===== config.mk =====
export PLATFORM = sky130hd
export DESIGN_NAME = seg7_display_driver
export DESIGN_NICKNAME = d
export VERILOG_FILES = /design/src/rtl/seg7_display_driver.sv
export SDC_FILE = /design/constraint.sdc
export NUM_CORES = 1
export LEC_CHECK = 0
export CORE_MARGIN = 8
export CORE_UTILIZATION = 60
export DETAILED_ROUTE_END_ITERATION = 10
export PLACE_DENSITY = 0.81
export SLEW_MARGIN = 10
export SYNTH_ARGS = -nofsm -noshare
export SYNTH_HDL_FRONTEND = slang
export SYNTH_SLANG_ARGS = --single-unit

===== constraint.sdc =====
create_clock -name clk -period 3 [get_ports clk]
set_input_delay 0.75 -clock clk [delete_from_list [all_inputs] [get_ports clk]]
set_output_delay 0.75 -clock clk [all_outputs]
set_load 0.01 [all_outputs]

===== src/rtl/seg7_display_driver.sv =====
// Four-digit seven-segment driver: a free-running double-dabble converter turns the
// 16-bit count into display digits, and a refresh counter scans them onto the anodes.
module seg7_display_driver #(
    parameter int REFRESH_DIV = 100000,
    parameter bit BLANK_LZ    = 1'b1
) (
    input  logic        clk,
    input  logic        rst_n,
    input  logic [15:0] value,
    input  logic        hex_mode,
    output logic [3:0]  an,
    output logic [6:0]  seg,
    output logic        dp,
    output logic        ovf,
    output logic        upd
);
    localparam int CW = $clog2(REFRESH_DIV);

    typedef enum logic [1:0] {IDLE, SHIFT, LOAD} conv_state_t;

    conv_state_t     state, state_next;
    logic [3:0]      iter;
    logic [15:0]     bin_sr;
    logic [15:0]     value_cap;
    logic            hex_cap;
    logic [19:0]     bcd;
    logic [19:0]     bcd_adj;
    logic [3:0][3:0] disp_digit;
    logic            disp_hex;
    logic [CW-1:0]   refresh_cnt;
    logic [1:0]      digit_sel;
    logic [3:0]      lz;
    logic [6:0]      seg_next;

    function automatic logic [6:0] hex_to_seg(input logic [3:0] d);
        logic [6:0] s;
        case (d)
            4'h0: s = 7'h40;
            4'h1: s = 7'h79;
            4'h2: s = 7'h24;
            4'h3: s = 7'h30;
            4'h4: s = 7'h19;
            4'h5: s = 7'h12;
            4'h6: s = 7'h02;
            4'h7: s = 7'h78;
            4'h8: s = 7'h00;
            4'h9: s = 7'h10;
            4'hA: s = 7'h08;
            4'hB: s = 7'h03;
            4'hC: s = 7'h46;
            4'hD: s = 7'h21;
            4'hE: s = 7'h06;
            default: s = 7'h0E;
        endcase
        return s;
    endfunction

    always_ff @(posedge clk or negedge rst_n) begin
        if (!rst_n) state <= IDLE;
        else        state <= state_next;
    end

    always_comb begin
        state_next = state;
        case (state)
            IDLE:    state_next = SHIFT;
            SHIFT:   if (iter == 4'd15) state_next = LOAD;
            LOAD:    state_next = IDLE;
            default: state_next = IDLE;
        endcase
    end

    // Add-3 correction on every BCD nibble before the next shift
    always_comb begin
        bcd_adj = bcd;
        for (int i = 0; i < 5; i++) begin
            if (bcd[4*i +: 4] >= 4'd5) bcd_adj[4*i +: 4] = bcd[4*i +: 4] + 4'd3;
        end
    end

    always_ff @(posedge clk or negedge rst_n) begin
        if (!rst_n) begin
            iter       <= 4'd0;
            bin_sr     <= 16'd0;
            value_cap  <= 16'd0;
            hex_cap    <= 1'b0;
            bcd        <= 20'd0;
            disp_digit <= '0;
            disp_hex   <= 1'b0;
            ovf        <= 1'b0;
            upd        <= 1'b0;
        end else begin
            upd <= 1'b0;
            case (state)
                IDLE: begin
                    bin_sr    <= value;
                    value_cap <= value;
                    hex_cap   <= hex_mode;
                    bcd       <= 20'd0;
                    iter      <= 4'd0;
                end
                SHIFT: begin
                    {bcd, bin_sr} <= {bcd_adj, bin_sr} << 1;
                    iter          <= iter + 4'd1;
                end
                LOAD: begin
                    upd <= 1'b1;
                    if (hex_cap) begin
                        disp_digit <= value_cap;
                        disp_hex   <= 1'b1;
                        ovf        <= 1'b0;
                    end else if (bcd[19:16] != 4'd0) begin
                        disp_digit <= '0;
                        disp_hex   <= 1'b0;
                        ovf        <= 1'b1;
                    end else begin
                        disp_digit <= bcd[15:0];
                        disp_hex   <= 1'b0;
                        ovf        <= 1'b0;
                    end
                end
                default: ;
            endcase
        end
    end

    // A digit is a leading zero when it and every digit above it are zero
    always_comb begin
        lz    = 4'b0000;
        lz[3] = (disp_digit[3] == 4'd0);
        lz[2] = lz[3] && (disp_digit[2] == 4'd0);
        lz[1] = lz[2] && (disp_digit[1] == 4'd0);
    end

    always_comb begin
        seg_next = hex_to_seg(disp_digit[digit_sel]);
        if (ovf)                                      seg_next = 7'h3F;
        else if (BLANK_LZ && !disp_hex && lz[digit_sel]) seg_next = 7'h7F;
    end

    always_ff @(posedge clk or negedge rst_n) begin
        if (!rst_n) begin
            refresh_cnt <= '0;
            digit_sel   <= 2'd0;
            an          <= 4'b1111;
            seg         <= 7'h7F;
        end else begin
            an  <= ~(4'b0001 << digit_sel);
            seg <= seg_next;
            if (refresh_cnt == CW'(REFRESH_DIV - 1)) begin
                refresh_cnt <= '0;
                digit_sel   <= digit_sel + 2'd1;
            end else begin
                refresh_cnt <= refresh_cnt + CW'(1);
            end
        end
    end

    assign dp = 1'b1;

endmodule


==> results.cfg, run 1 <==
[worst_setup_path]
crit_path_leading_delay_family = flip-flops
cp-start-kind = register
critical_path.cell_chain = clkdlybuf4s50_1
r2r_cells = 6
stage_delay_of_the_slowest_cell_on_the_critical_path_ns = 0.53
cp.arrival_ns = 1.42
critPathSlowestCell = sky130_fd_sc_hd__dfstp_2
category_of_the_worst_setup_path_capture_point = output pin
regToRegSetupSlack_ns = 0.94
critical_path_buf_inv_count = 1
critPathRequiredTime_ns = 2.25
worst-path-stages = 1
critPathKind = register to output pin
crit_path_max_fanout = 1

[layout]
layout.nets = 560
fin_util_pct = 68.3
layout.cells.non_filler = 630
drive_gt1_share_pct = 12.8
n_antenna_cell = 0
syn2layout_area_growth_pct = 11.5
fill_cells = 622

[floorplanning]
core_area_sq_um = 8640
count_of_boundary_i_o_pins = 33
fp.dieArea_sq_um = 12100
initial_core_util_pct = 61.2
die_y_microns = 110
dieWidth_microns = 110
std_cell_rows = 34

[timing]
final_period_minus_worst_setup_slack_ns = 2.17
fin_setup_tns_ns = 0
report.final.slew_viol_count = 0
final.setup_skew_ns = 0.0106
timing.hold.ws_ns = 0.394
timing.final.crit_share_pct = 72.4
grt_setup_unrepaired = false
relSlewSlack_pct = 42.6
transition_time_at_the_pin_with_the_least_slew_margin_ns = 0.861
fmaxAchievable_mhz = 460
final-hold-violation-count = 0
setup_viol_count_final = 0

[placement]
detailed_place_hpwl_mm = 7.05
numPlacedInstances = 615
last_weighted_congestion_value_of_the_routability_driven_placer = 0.856
port_buffers = 31

[detailed_routing]
detail_route.wl_per_cell_microns = 15.9
drc_violation_count_after_routing = 0
final_antenna_net_count = 0
totalWireLength_mm = 10.0
initialDrtViolationCount = 174
dr_total_vias = 3703
route.detailed.vias_per_inst = 5.88
drt_pass1_iterations = 4

[yosys]
netlist_cell_types = 42
mappedNetlistArea_sq_um = 5290
syn-num-nets = 534
synth.top_cells.by_area = sky130_fd_sc_hd__dfrtp_1, sky130_fd_sc_hd__o21ai_0, sky130_fd_sc_hd__dfstp_2
syn_avg_cell_area_sq_um = 10.7
synth-seq-area-share_pct = 51.4
synth_edf_count = 0
yosysWarnings = 0
synth-async-reset-ratio_pct = 100
synth_largest_type_area_fraction_pct = 45.9
synthFlopType = sky130_fd_sc_hd__dfrtp_1
synthesis.instances = 492
synthDominantAreaCellType = sky130_fd_sc_hd__dfrtp_1
ys_seq_elements = 108

[pwr]
vdd_ir_drop_max_mv = 0.335
post-layout-total-power_mw = 3.41
power_leakage_nw = 2.62
p_per_area_nw_per_um2 = 579

[grt]
grt_overflow = 0
grt_max_degree = 52
vias_in_the_first_global_route = 3759
grt.total_usage_pct = 18.2
grt_first_pass_wirelength_mm = 17.6
initial_antenna_violation_count = 0

[cts]
htree_num_levels = 3
ctsLongestPathBuffers = 2
clkTransAtPathRegs_ns = 0.10
post_cts_setup_inserts = 0
clock-sinks = 108
cts.root.buffer_cell = sky130_fd_sc_hd__clkbuf_8
cts-buffers-inserted = 9
post_cts_resize_count = 0
cts_tree = done
clkLatencyLatePin_ns = 0.37
holdBufCountCts = 0

[min_path]
min-delay-path-class = input pin to async pin

[run_status]
run_status = completed

[job]
drv_cap = 0
registers in the layout, indices dropped and copies added (netlist names), 2 cells and up:
register     cells
digit_sel        2
bcd             20
seg              7
iter             4
state            2
refresh_cnt     17
an               4
disp_digit      16
value_cap       16
bin_sr          16
cell usage after synthesis (all sizes together), types with 5 or more instances:
| cell | number |
|---|---|
| xnor2 | 12 |
| buf | 8 |
| nand4 | 6 |
| ha | 23 |
| nand2 | 63 |
| nand2b | 8 |
| a22oi | 16 |
| o31ai | 6 |
| xor2 | 16 |
| inv | 22 |
| a21oi | 9 |
| mux4 | 5 |
| nor2 | 15 |
| nand3 | 12 |
| nor3b | 7 |
| dfstp | 11 |
| dfrtp | 97 |
| clkbuf | 17 |
| mux2i | 18 |
| mux2 | 24 |
| o21ai | 64 |
layer usage:
layer  GRT usage (%)  vias to the layer above  routed length [microns]
li1                -                     1771                        -
met2            30.3                       99                     4920
met1            23.2                     1823                     4460
met3            5.22                       10                      547
met4            3.76                        0                       86
met5               0                        -                        0
power by group:
group / switching (mW) / internal (mW)
logic: 0.358 / 0.375
registers: 0.152 / 1.64
clock network: 0.489 / 0.392
total: 0.999 / 2.41
logic make-up after synthesis:
kind of cell               Yosys count  share of synthesized area, %
AOI/OAI and AO/OA                  105                          11.6
and+or+nand+nor                    133                          12.6
DFF                                108                          51.4
xor gates and xnor gates            28                          4.64
muxes                               47                          10.6
other                                1                        0.0709
adders and majority gates           23                          5.44
buffers and inverters               47                          3.64
path summary, 6_finish.rpt:
kind                               from  endpoint
setup reg to reg           digit_sel[0]    seg[3]
max in group asynchronous         rst_n     an[0]
min in group clk                    ovf    seg[6]
setup / recovery                 seg[1]    seg[1]
hold reg to reg                     ovf    seg[6]
hold / removal                    rst_n   bcd[19]
layout by cell type (no fill, tap or decap), types with 3 or more instances in the layout:
cell type,n
sky130_fd_sc_hd__a21oi_1,9
sky130_fd_sc_hd__nor3_1,4
sky130_fd_sc_hd__o21ai_0,64
sky130_fd_sc_hd__xnor2_1,12
sky130_fd_sc_hd__nand4_1,6
sky130_fd_sc_hd__ha_1,23
sky130_fd_sc_hd__clkbuf_8,9
sky130_fd_sc_hd__mux2i_1,18
sky130_fd_sc_hd__and4_1,4
sky130_fd_sc_hd__clkdlybuf4s50_1,30
sky130_fd_sc_hd__dfrtp_1,97
sky130_fd_sc_hd__nand2b_1,8
sky130_fd_sc_hd__nand3_1,12
sky130_fd_sc_hd__a21o_1,3
sky130_fd_sc_hd__xor2_1,16
sky130_fd_sc_hd__nor2_1,15
sky130_fd_sc_hd__dfstp_2,11
sky130_fd_sc_hd__a22oi_1,16
sky130_fd_sc_hd__inv_1,22
sky130_fd_sc_hd__o31ai_1,6
sky130_fd_sc_hd__nand2_1,63
sky130_fd_sc_hd__buf_4,9
sky130_fd_sc_hd__nor3b_1,7
sky130_fd_sc_hd__mux4_2,5
sky130_fd_sc_hd__mux2_2,24
worst reg2reg max path, delay by kind of cell (launching register included):
family	cells	cell delay, ns
multiplexers	1	0.63
AO/OA/AOI/OAI	2	0.24
flip-flops	1	0.58
buffers and inverters	1	0.16
adder cells (fa/ha/maj)	1	0.27
AND/OR/NAND/NOR	1	0.10
area by class of cell:
| cell class | instances | area, sq um | area share (%) |
|---|---|---|---|
| flip-flops and latches | 108 | 2720 | 46.1 |
| repair buffers | 40 | 388 | 6.58 |
| clock inverters | 6 | 71.3 | 1.21 |
| multi-input cells | 337 | 2380 | 40.3 |
| well taps | 108 | 135 | 2.29 |
| clock buffers | 9 | 124 | 2.10 |
| inverters | 22 | 82.6 | 1.40 |
per-stage QoR:
stage | setup slack (ns) | cell area [sq um]
4_1_cts | 0.803 | 5900
3_5_place_dp | 0.960 | 5700
5_1_grt | 0.735 | 5900
6_report | 0.828 | 5900
2_1_floorplan | 1.15 | 5290
3_3_place_gp | 0.992 | 5700
(Power assumes the default switching activity.)
==> run 2, diff against run 1 <==
--- a/config.mk
+++ b/config.mk
@@ -6,9 +6,9 @@
 export NUM_CORES = 1
 export LEC_CHECK = 0
 export CORE_MARGIN = 8
-export CORE_UTILIZATION = 60
+export CORE_UTILIZATION = 59
 export DETAILED_ROUTE_END_ITERATION = 10
-export PLACE_DENSITY = 0.81
+export PLACE_DENSITY = 0.79
 export SLEW_MARGIN = 10
 export SYNTH_ARGS = -nofsm -noshare
 export SYNTH_HDL_FRONTEND = slang
==> constraint.sdc (replaced) <==
create_clock -name clk -period 2.25 [get_ports clk]
set_input_delay 0.5625 -clock clk [delete_from_list [all_inputs] [get_ports clk]]
set_output_delay 0.5625 -clock clk [all_outputs]
set_load 0.01 [all_outputs]
==> run 2 against run 1 <==
  * Clock-buffer cell count unchanged
  * Setup slack got worse by 0.66 ns
  * Cell count is 0.79% higher
  * Via count is 0.14% higher
  * Combinational power is 36% higher
  * Total power rose by 36%
  * Register-to-register slack got worse by 0.77 ns
  * Flip-flop and latch count unchanged
  * Critical endpoint is now seg[3]
  * Largest power group unchanged
==> results.cfg, run 2 (synthesized netlist as in run 1, its figures left out) <==
[run_status]
run_status = completed

[layout]
mostFrequentLayoutCell = sky130_fd_sc_hd__dfrtp_1
syn2layout_area_growth_pct = 12.5
largest_register = bcd
biggestRegsByFlops = bcd: 20 flops, refresh_cnt: 17 flops
multi_input_comb_area_sq_um = 2380
max_reg_flops = 20
drive_gt1_share_pct = 13.7
layout.nets = 564
commonest_non_fill_non_tap_cells_in_the_layout = sky130_fd_sc_hd__dfrtp_1, sky130_fd_sc_hd__o21ai_0, sky130_fd_sc_hd__nand2_1
seqCellArea_sq_um = 2720
fin_util_pct = 68.2
n_antenna_cell = 0
fill_cells = 661

[worst_setup_path]
critPathRequiredTime_ns = 2.54
critical_path.cell_chain = mux4_2, inv_1, ha_1, nor2_1, o21ai_0, o2111ai_1
r2r_cells = 6
critical_path.reg2reg.endpoint = seg[3]
cp-start-kind = register
critical_path_buf_inv_count = 1
category_of_the_worst_setup_path_capture_point = register
crit_path_max_fanout = 9
critPathSlowestCell = sky130_fd_sc_hd__mux4_2
cp.arrival_ns = 2.38
critPathKind = register to register
regToRegStartpoint = digit_sel[0]
regToRegSetupSlack_ns = 0.17
stage_delay_of_the_slowest_cell_on_the_critical_path_ns = 0.63
crit_path_leading_delay_family = multiplexers

[floorplanning]
initial_core_util_pct = 60.6
die_y_microns = 111
core_area_sq_um = 8720
count_of_boundary_i_o_pins = 33
fp.dieArea_sq_um = 12200
std_cell_rows = 34
dieWidth_microns = 111

[timing]
fmaxAchievable_mhz = 480
report.final.slew_viol_count = 0
timing.hold.ws_ns = 0.165
setup_viol_count_final = 0
final-hold-violation-count = 0
timing.final.crit_share_pct = 92.6
final_period_minus_worst_setup_slack_ns = 2.08
relSlewSlack_pct = 51.3
grt_setup_unrepaired = false
final_critical_path_setup_slack_ns = 0.165
fin_setup_tns_ns = 0
transition_time_at_the_pin_with_the_least_slew_margin_ns = 0.731
final.setup_skew_ns = 0.0134

[cts]
clkTransAtPathRegs_ns = 0.11
holdBufCountCts = 0
clock-sinks = 108
cts.root.buffer_cell = sky130_fd_sc_hd__clkbuf_8
cts-buffers-inserted = 9
cts_tree = done
ctsLongestPathBuffers = 2
post_cts_resize_count = 0
htree_num_levels = 3
post_cts_setup_inserts = 0
clkLatencyLatePin_ns = 0.38

[pwr]
p_comb_share_pct = 21.6
total_switching_power_mw = 1.47
pwr-share-seq_pct = 52.0
clock_power_share_pct = 26.4
post-layout-total-power_mw = 4.62
power_leakage_nw = 2.65
power.internal_mw = 3.15
vdd_ir_drop_max_mv = 0.391
swShare_pct = 31.8
p_per_area_nw_per_um2 = 777

[detailed_routing]
final_antenna_net_count = 0
drc_violation_count_after_routing = 0
totalWireLength_mm = 10.5
dr_total_vias = 3708
detail_route.wl_per_cell_microns = 16.6
route.detailed.vias_per_inst = 5.84
initialDrtViolationCount = 236
drt_pass1_iterations = 7

[placement]
port_buffers = 31
last_weighted_congestion_value_of_the_routability_driven_placer = 0.835
detailed_place_hpwl_mm = 7.39
preCtsSetupSlack_ns = 0.196

[min_path]
min-delay-path-class = input pin to async pin

[job]
drv_cap = 0

[grt]
grt.total_usage_pct = 17.2
vias_in_the_first_global_route = 3813
grt_first_pass_wirelength_mm = 18.1
grt_max_degree = 64
grt_overflow = 0
initial_antenna_violation_count = 0
## run 2: power by group through the flow
| stage | clock, mW | combinational, mW | sequential, mW |
|---|---|---|---|
| 2_1_floorplan | 0 | 0.660 | 2.40 |
| 3_3_place_gp | 0 | 0.924 | 2.42 |
| 3_5_place_dp | 0 | 0.983 | 2.44 |
| 4_1_cts | 1.24 | 1.00 | 2.40 |
| 5_1_grt | 1.31 | 1.13 | 2.43 |
| 6_report | 1.22 | 1.00 | 2.40 |
## run 2: routing by layer
metal / wire length [microns] / track usage [%] / vias up
met1: 4760 / 22.2 / 1839
met3: 433 / 4.38 / 10
met5: 0 / 0 / -
met2: 5250 / 28.5 / 84
met4: 97 / 3.87 / 0
li1: - / - / 1775
## run 2: metrics by stage
stage | cells | cell area, sq um
after global placement | 619 | 5740
after CTS | 635 | 5950
after global routing | 635 | 5950
final | 635 | 5950
after detailed placement | 619 | 5740
after floorplan | 492 | 5290
## run 2: final cells by class
cell class	count	area share, %
Tap cell	108	2.27
Multi-Input combinational cell	337	40.0
Clock buffer	9	2.08
Timing Repair Buffer	44	7.23
Inverter	22	1.39
Clock inverter	7	1.41
Sequential cell	108	45.6
## run 2: worst max path at each step
| stage | startpoint | to | slack [ns] | depth (start not counted) |
|---|---|---|---|---|
| finish | digit_sel[0] | seg[3] | 0.17 | 6 |
| global route | digit_sel[0] | seg[3] | 0.06 | 6 |
| CTS | digit_sel[0] | seg[0] | 0.18 | 5 |
| detailed placement | digit_sel[0] | seg[0] | 0.20 | 5 |
| global placement | digit_sel[0] | seg[3] | 0.32 | 6 |
| floorplan | refresh_cnt[13] | digit_sel[1] | 0.40 | 4 |
==> run 3, diff against run 2 <==
--- a/config.mk
+++ b/config.mk
@@ -9,6 +9,7 @@
 export CORE_UTILIZATION = 59
 export DETAILED_ROUTE_END_ITERATION = 10
 export PLACE_DENSITY = 0.79
+export SKIP_LAST_GASP = 1
 export SLEW_MARGIN = 10
 export SYNTH_ARGS = -nofsm -noshare
 export SYNTH_HDL_FRONTEND = slang
==> results of run 3 <==
Final layout, timing and power as in run 2 (identical DEF).
